$ cat config.mk
export PLATFORM = sky130hd
export DESIGN_NAME = comparator_4bit
export DESIGN_NICKNAME = d
export VERILOG_FILES = /design/src/rtl/comparator_4bit.sv
export SDC_FILE = /design/constraint.sdc
export NUM_CORES = 1
export LEC_CHECK = 0
export ABC_AREA = 1
export CAP_MARGIN = 10
export CORE_AREA = 2 2 39 41
export DETAILED_ROUTE_END_ITERATION = 16
export DIE_AREA = 0 0 41 43
export PLACE_DENSITY = 0.66
export RECOVER_POWER = 100
export SETUP_SLACK_MARGIN = 0.15
export SLEW_MARGIN = 20
export SYNTH_ARGS = -nofsm -noshare
export SYNTH_HDL_FRONTEND = slang
export SYNTH_SLANG_ARGS = --single-unit
$ cat constraint.sdc
create_clock -name clk -period 0.8 [get_ports clk]
set_clock_uncertainty 0.1 [all_clocks]
set_input_delay 0.12 -clock clk [delete_from_list [all_inputs] [get_ports clk]]
set_output_delay 0.12 -clock clk [all_outputs]
set_load 0.02 [all_outputs]
$ cat src/rtl/comparator_4bit.sv
// Registered magnitude comparator slice in the style of the 7485.
// Produces lt/eq/gt one clock after a valid input. When the operands are
// equal, the decision falls through to the cascade inputs, so slices can be
// chained LSB-slice-first into a wider compare.
//
// Handshake: in_valid is a one-cycle qualifier with no back-pressure. Every
// edge with in_valid=1 loads one result. out_valid is high for exactly the
// cycle after that edge. lt/eq/gt keep their last value while no new input
// arrives.
module comparator_4bit #(
  parameter int WIDTH  = 4,
  parameter bit SIGNED = 1'b0
) (
  input  logic             clk,
  input  logic             rst_n,
  input  logic             in_valid,
  input  logic [WIDTH-1:0] a,
  input  logic [WIDTH-1:0] b,
  input  logic             lt_in,
  input  logic             eq_in,
  input  logic             gt_in,
  output logic             lt,
  output logic             eq,
  output logic             gt,
  output logic             out_valid
);

  // Operand scan results
  logic w_diff;     // some bit of a differs from b
  logic w_a_big;    // at the first differing bit, a is the larger operand

  // Next-state compare result
  logic w_lt;
  logic w_eq;
  logic w_gt;

  // Output registers
  logic r_lt;
  logic r_eq;
  logic r_gt;
  logic r_out_valid;

  // Find the first differing bit from the MSB. In a signed compare the MSB is
  // the sign bit, so a set bit there means the operand is smaller.
  always_comb begin
    w_diff  = 1'b0;
    w_a_big = 1'b0;
    for (int i = WIDTH - 1; i >= 0; i--) begin
      if (!w_diff && (a[i] != b[i])) begin
        w_diff  = 1'b1;
        w_a_big = (SIGNED && (i == WIDTH - 1)) ? b[i] : a[i];
      end
    end
  end

  // Resolve the final flags. Differing operands decide on their own and the
  // cascade is ignored. Equal operands defer to the lower-order slice,
  // including the two 7485 corner cases: lt_in=gt_in=1 gives all zeros, and
  // all-zero cascade gives lt=gt=1.
  always_comb begin
    w_lt = 1'b0;
    w_eq = 1'b0;
    w_gt = 1'b0;
    if (w_diff) begin
      w_gt = w_a_big;
      w_lt = ~w_a_big;
    end else if (eq_in) begin
      w_eq = 1'b1;
    end else if (lt_in && !gt_in) begin
      w_lt = 1'b1;
    end else if (gt_in && !lt_in) begin
      w_gt = 1'b1;
    end else if (lt_in && gt_in) begin
      w_lt = 1'b0;
      w_gt = 1'b0;
    end else begin
      w_lt = 1'b1;
      w_gt = 1'b1;
    end
  end

  // Capture the compare on a valid edge. Flags hold while idle, and reset
  // discards any in-flight result.
  always_ff @(posedge clk or negedge rst_n) begin
    if (!rst_n) begin
      r_lt        <= 1'b0;
      r_eq        <= 1'b0;
      r_gt        <= 1'b0;
      r_out_valid <= 1'b0;
    end else begin
      r_out_valid <= in_valid;
      if (in_valid) begin
        r_lt <= w_lt;
        r_eq <= w_eq;
        r_gt <= w_gt;
      end
    end
  end

  assign lt        = r_lt;
  assign eq        = r_eq;
  assign gt        = r_gt;
  assign out_valid = r_out_valid;

endmodule

==> summary.md <==
| Metric | Value |
|---|---|
| R2R setup slack | -0.06 ns |
| WP buf/inv | 1 |
| Fmax | 1020 MHz |
| Mux contribution to synthesized area | 0% |
| Clk slew on worst S/H paths | 0.04 ns |
| Most common cell after layout, fill and taps aside | nor2_1 |
| Nets@finish | between 100 and 150 |
| Net Switching | 264 uW |
| Sequential fraction of design power | 27.7% |
| Pwr dens | 1170 nW/um^2 |
| Crit-path max FO | 2 |
| Post-layout instance area | 728 um^2 |
| TritonCTS Buffers | 3 |
| Worst Setup End Kind | output port |
| Syn Std Cell Area | 358 um^2 |
| Synth Area in Simple Gates | 43.7% |
| Switching share of power | 31.1% |
| Core Area | approximately 1400 um^2 |
| Die area | 1760 um^2 |
| Syn Inst Count | 56 |
| Critical path data arrival time | 0.76 ns |
| CP Launch Type | flop |
| Via Count | 419 |
| RSZ-0062 raised after global routing | yes |
| Gr ovfl total | 0 |
| CP delay by family, top | flip-flops |
| Overall routed net length | 818 um |
| Pleak | 0.366 nW |
| Inst Count DP | 96 |
| Area Overhead vs Synth | 103% |
| Fill cell count | 153 |
| CP required | 0.58 ns |
| Register area share after synthesis | 28.0% |
| Max Cap Violations | 0 |
| # DRC | 0 |
| RR Endpoint | lt |
| Initial core utilization | 25.9% |
| Yosys reg bits | 4 |
| Final setup viols | 7 |
| Root Buffer | clkbuf_4 |
| Compound-cell area share of the yosys netlist | around 5.2% |
| Placed instance area | 626 um^2 |
| CP cell instances | buf_6 |
| Height of the die | 43 um |
| Final worst slack | -0.178 ns |
| IO Port Bufs | 17 |
| Syn nets | 72 |
| Worst min path class | in2async |
| Worst reg-to-reg path cell count | 3 |
| Die W | 41 um |
| Synthesized-area fraction occupied by xor and xnor cells | about 2.4% |
| Final hold violation count | 0 |
| Max clock buf depth | 2 |
| Detailed Place HPWL | 594 um |
| Mean Syn Cell Area | around 6.4 um^2 |
| Antenna-violating nets left | 0 |
| DRT Pass-1 Iters | 2 |
| Largest family of logic cells by synthesized area | simple AND/OR/NAND/NOR gates |
| Status | finished, violations left |
| Initial antenna violation count | 0 |
| Final period utilization | 122% |
| Vias in the first global route | 382 |
| Slew margin rel. | 88.1% |
| Largest net degree at the start of global routing | 7 |
| Worst setup path category | reg2out |
| Gpl congestion | 0.765 |
| Clock power frac | 29.9% |
| Minimum clock period | between 0.9 and 1 ns |
| Ys Warns | 0 |
| Total track usage | 12.4% |
| FP Rows | 14 |
| WL/cell | 8.18 um |
| P_int | 586 uW |
| Via/cell ratio | 4.19 |
| Final core utilization | 52.6% |
| IO Count | 18 |
| Failing checks | negative setup slack |
| Synth Area in Adders | ~7% |
| VDD IR max | 0.418 mV |
| Initial DRC Count | 8 |
| Distinct cells, synth | 17 |
| Final Max Tran Viols | 0 |
| Commonest non-fill, non-tap cells in the layout | nor2_1, inv_1, nand2_1 |
| Non-Filler Instances | 100 |
| First-pass GRT wire length | 1.44 mm |
| Pre-CTS WS | -0.971 ns |
| Max incr delay on CP | 0.38 ns |
| Worst r2r src | lt |
| Gate power share | 42.4% |
| CTS tree | yes |
| Worst-Margin Slew | 0.178 ns |
| Hold slack | 0.0499 ns |
| Sink Count | 4 |
| H-tree Lvls | 1 |
| Clk Latency, worst-skew pair | 0.24 ns |
| Ratio of cells with drive above 1 in the final layout | between 40% and 50% |
| Critical Path Slowest Stage Cell | dfrtp_1 |
| # diodes | 0 |
cell families (layout without fill, tap and decap cells):
logic type,after synthesis,after routing
and+or+nand+nor,33,33
xor gates and xnor gates,1,1
adders and majority gates,2,2
AOI/OAI and AO/OA,3,3
DFF,4,4
buffers and inverters,13,41
metal layers:
metal / vias to the layer above / global-route usage, % / share of wire, %
li1: 223 / - / -
met1: 179 / 13.6 / 38
met2: 13 / 18.8 / 52
met3: 4 / 1.57 / 6.1
met4: 0 / 12.0 / 3.5
met5: - / 0 / 0
sequential cells by signal (all words and copies together) (netlist names):
name	cells
eq	1
gt	1
lt	1
out_valid	1
power groups by stage:
stage / logic (mW) / clock network (mW) / registers [mW]
after floorplan: 0.119 / 0 / 0.259
after global placement: 0.317 / 0 / 0.233
after detailed placement: 0.319 / 0 / 0.234
after CTS: 0.339 / 0.271 / 0.236
after global routing: 0.398 / 0.276 / 0.237
final: 0.360 / 0.254 / 0.236
synth_stat cells (all sizes together):
library cell / instances / area (um^2)
nand3: 2 / 15.0
nand2: 15 / 66.3
o22ai: 1 / 6.26
o21ai: 1 / 5.00
xnor2: 1 / 8.76
nand4: 1 / 6.26
ha: 2 / 25.0
inv: 13 / 48.8
nor2: 14 / 62.6
dfrtp: 4 / 100
o211ai: 1 / 7.51
or2: 1 / 6.26
final cells by class:
type / count / area, um^2 / area share [%]
multi-input cells: 39 / 283 / 38.8
repair buffers: 25 / 241 / 33.2
flip-flops and latches: 4 / 100 / 13.7
inverters: 13 / 61.3 / 8.42
clock buffers: 3 / 22.5 / 3.09
well taps: 16 / 20.0 / 2.75
stage by stage:
stage,power [mW],setup TNS (ns)
2_1_floorplan,0.378,-0.579
3_3_place_gp,0.549,-4.19
3_5_place_dp,0.553,-4.26
4_1_cts,0.845,-1.04
5_1_grt,0.911,-1.42
6_report,0.850,-1.10
worst max-delay path by stage:
stage / cells after the start / slack [ns] / to / start
after global routing: 8 / -0.24 / gt / a[3]
after detailed placement: 10 / -0.97 / lt / b[3]
final: 1 / -0.18 / lt / lt
after CTS: 1 / -0.19 / lt / lt
after floorplan: 9 / -0.24 / lt / b[3]
after global placement: 10 / -0.96 / lt / b[3]
repair_timing:
item / 4_1_cts / 5_1_grt
endpoints found under the hold margin: 4 / 2
pin swaps: 5 / 9
endpoints found under the setup margin: 8 / 7
gates resized for setup: 57 / 11
setup buffers: 0 / 1
cloned: 0 / 0
No activity file was read; power rests on OpenSTA's default activity.
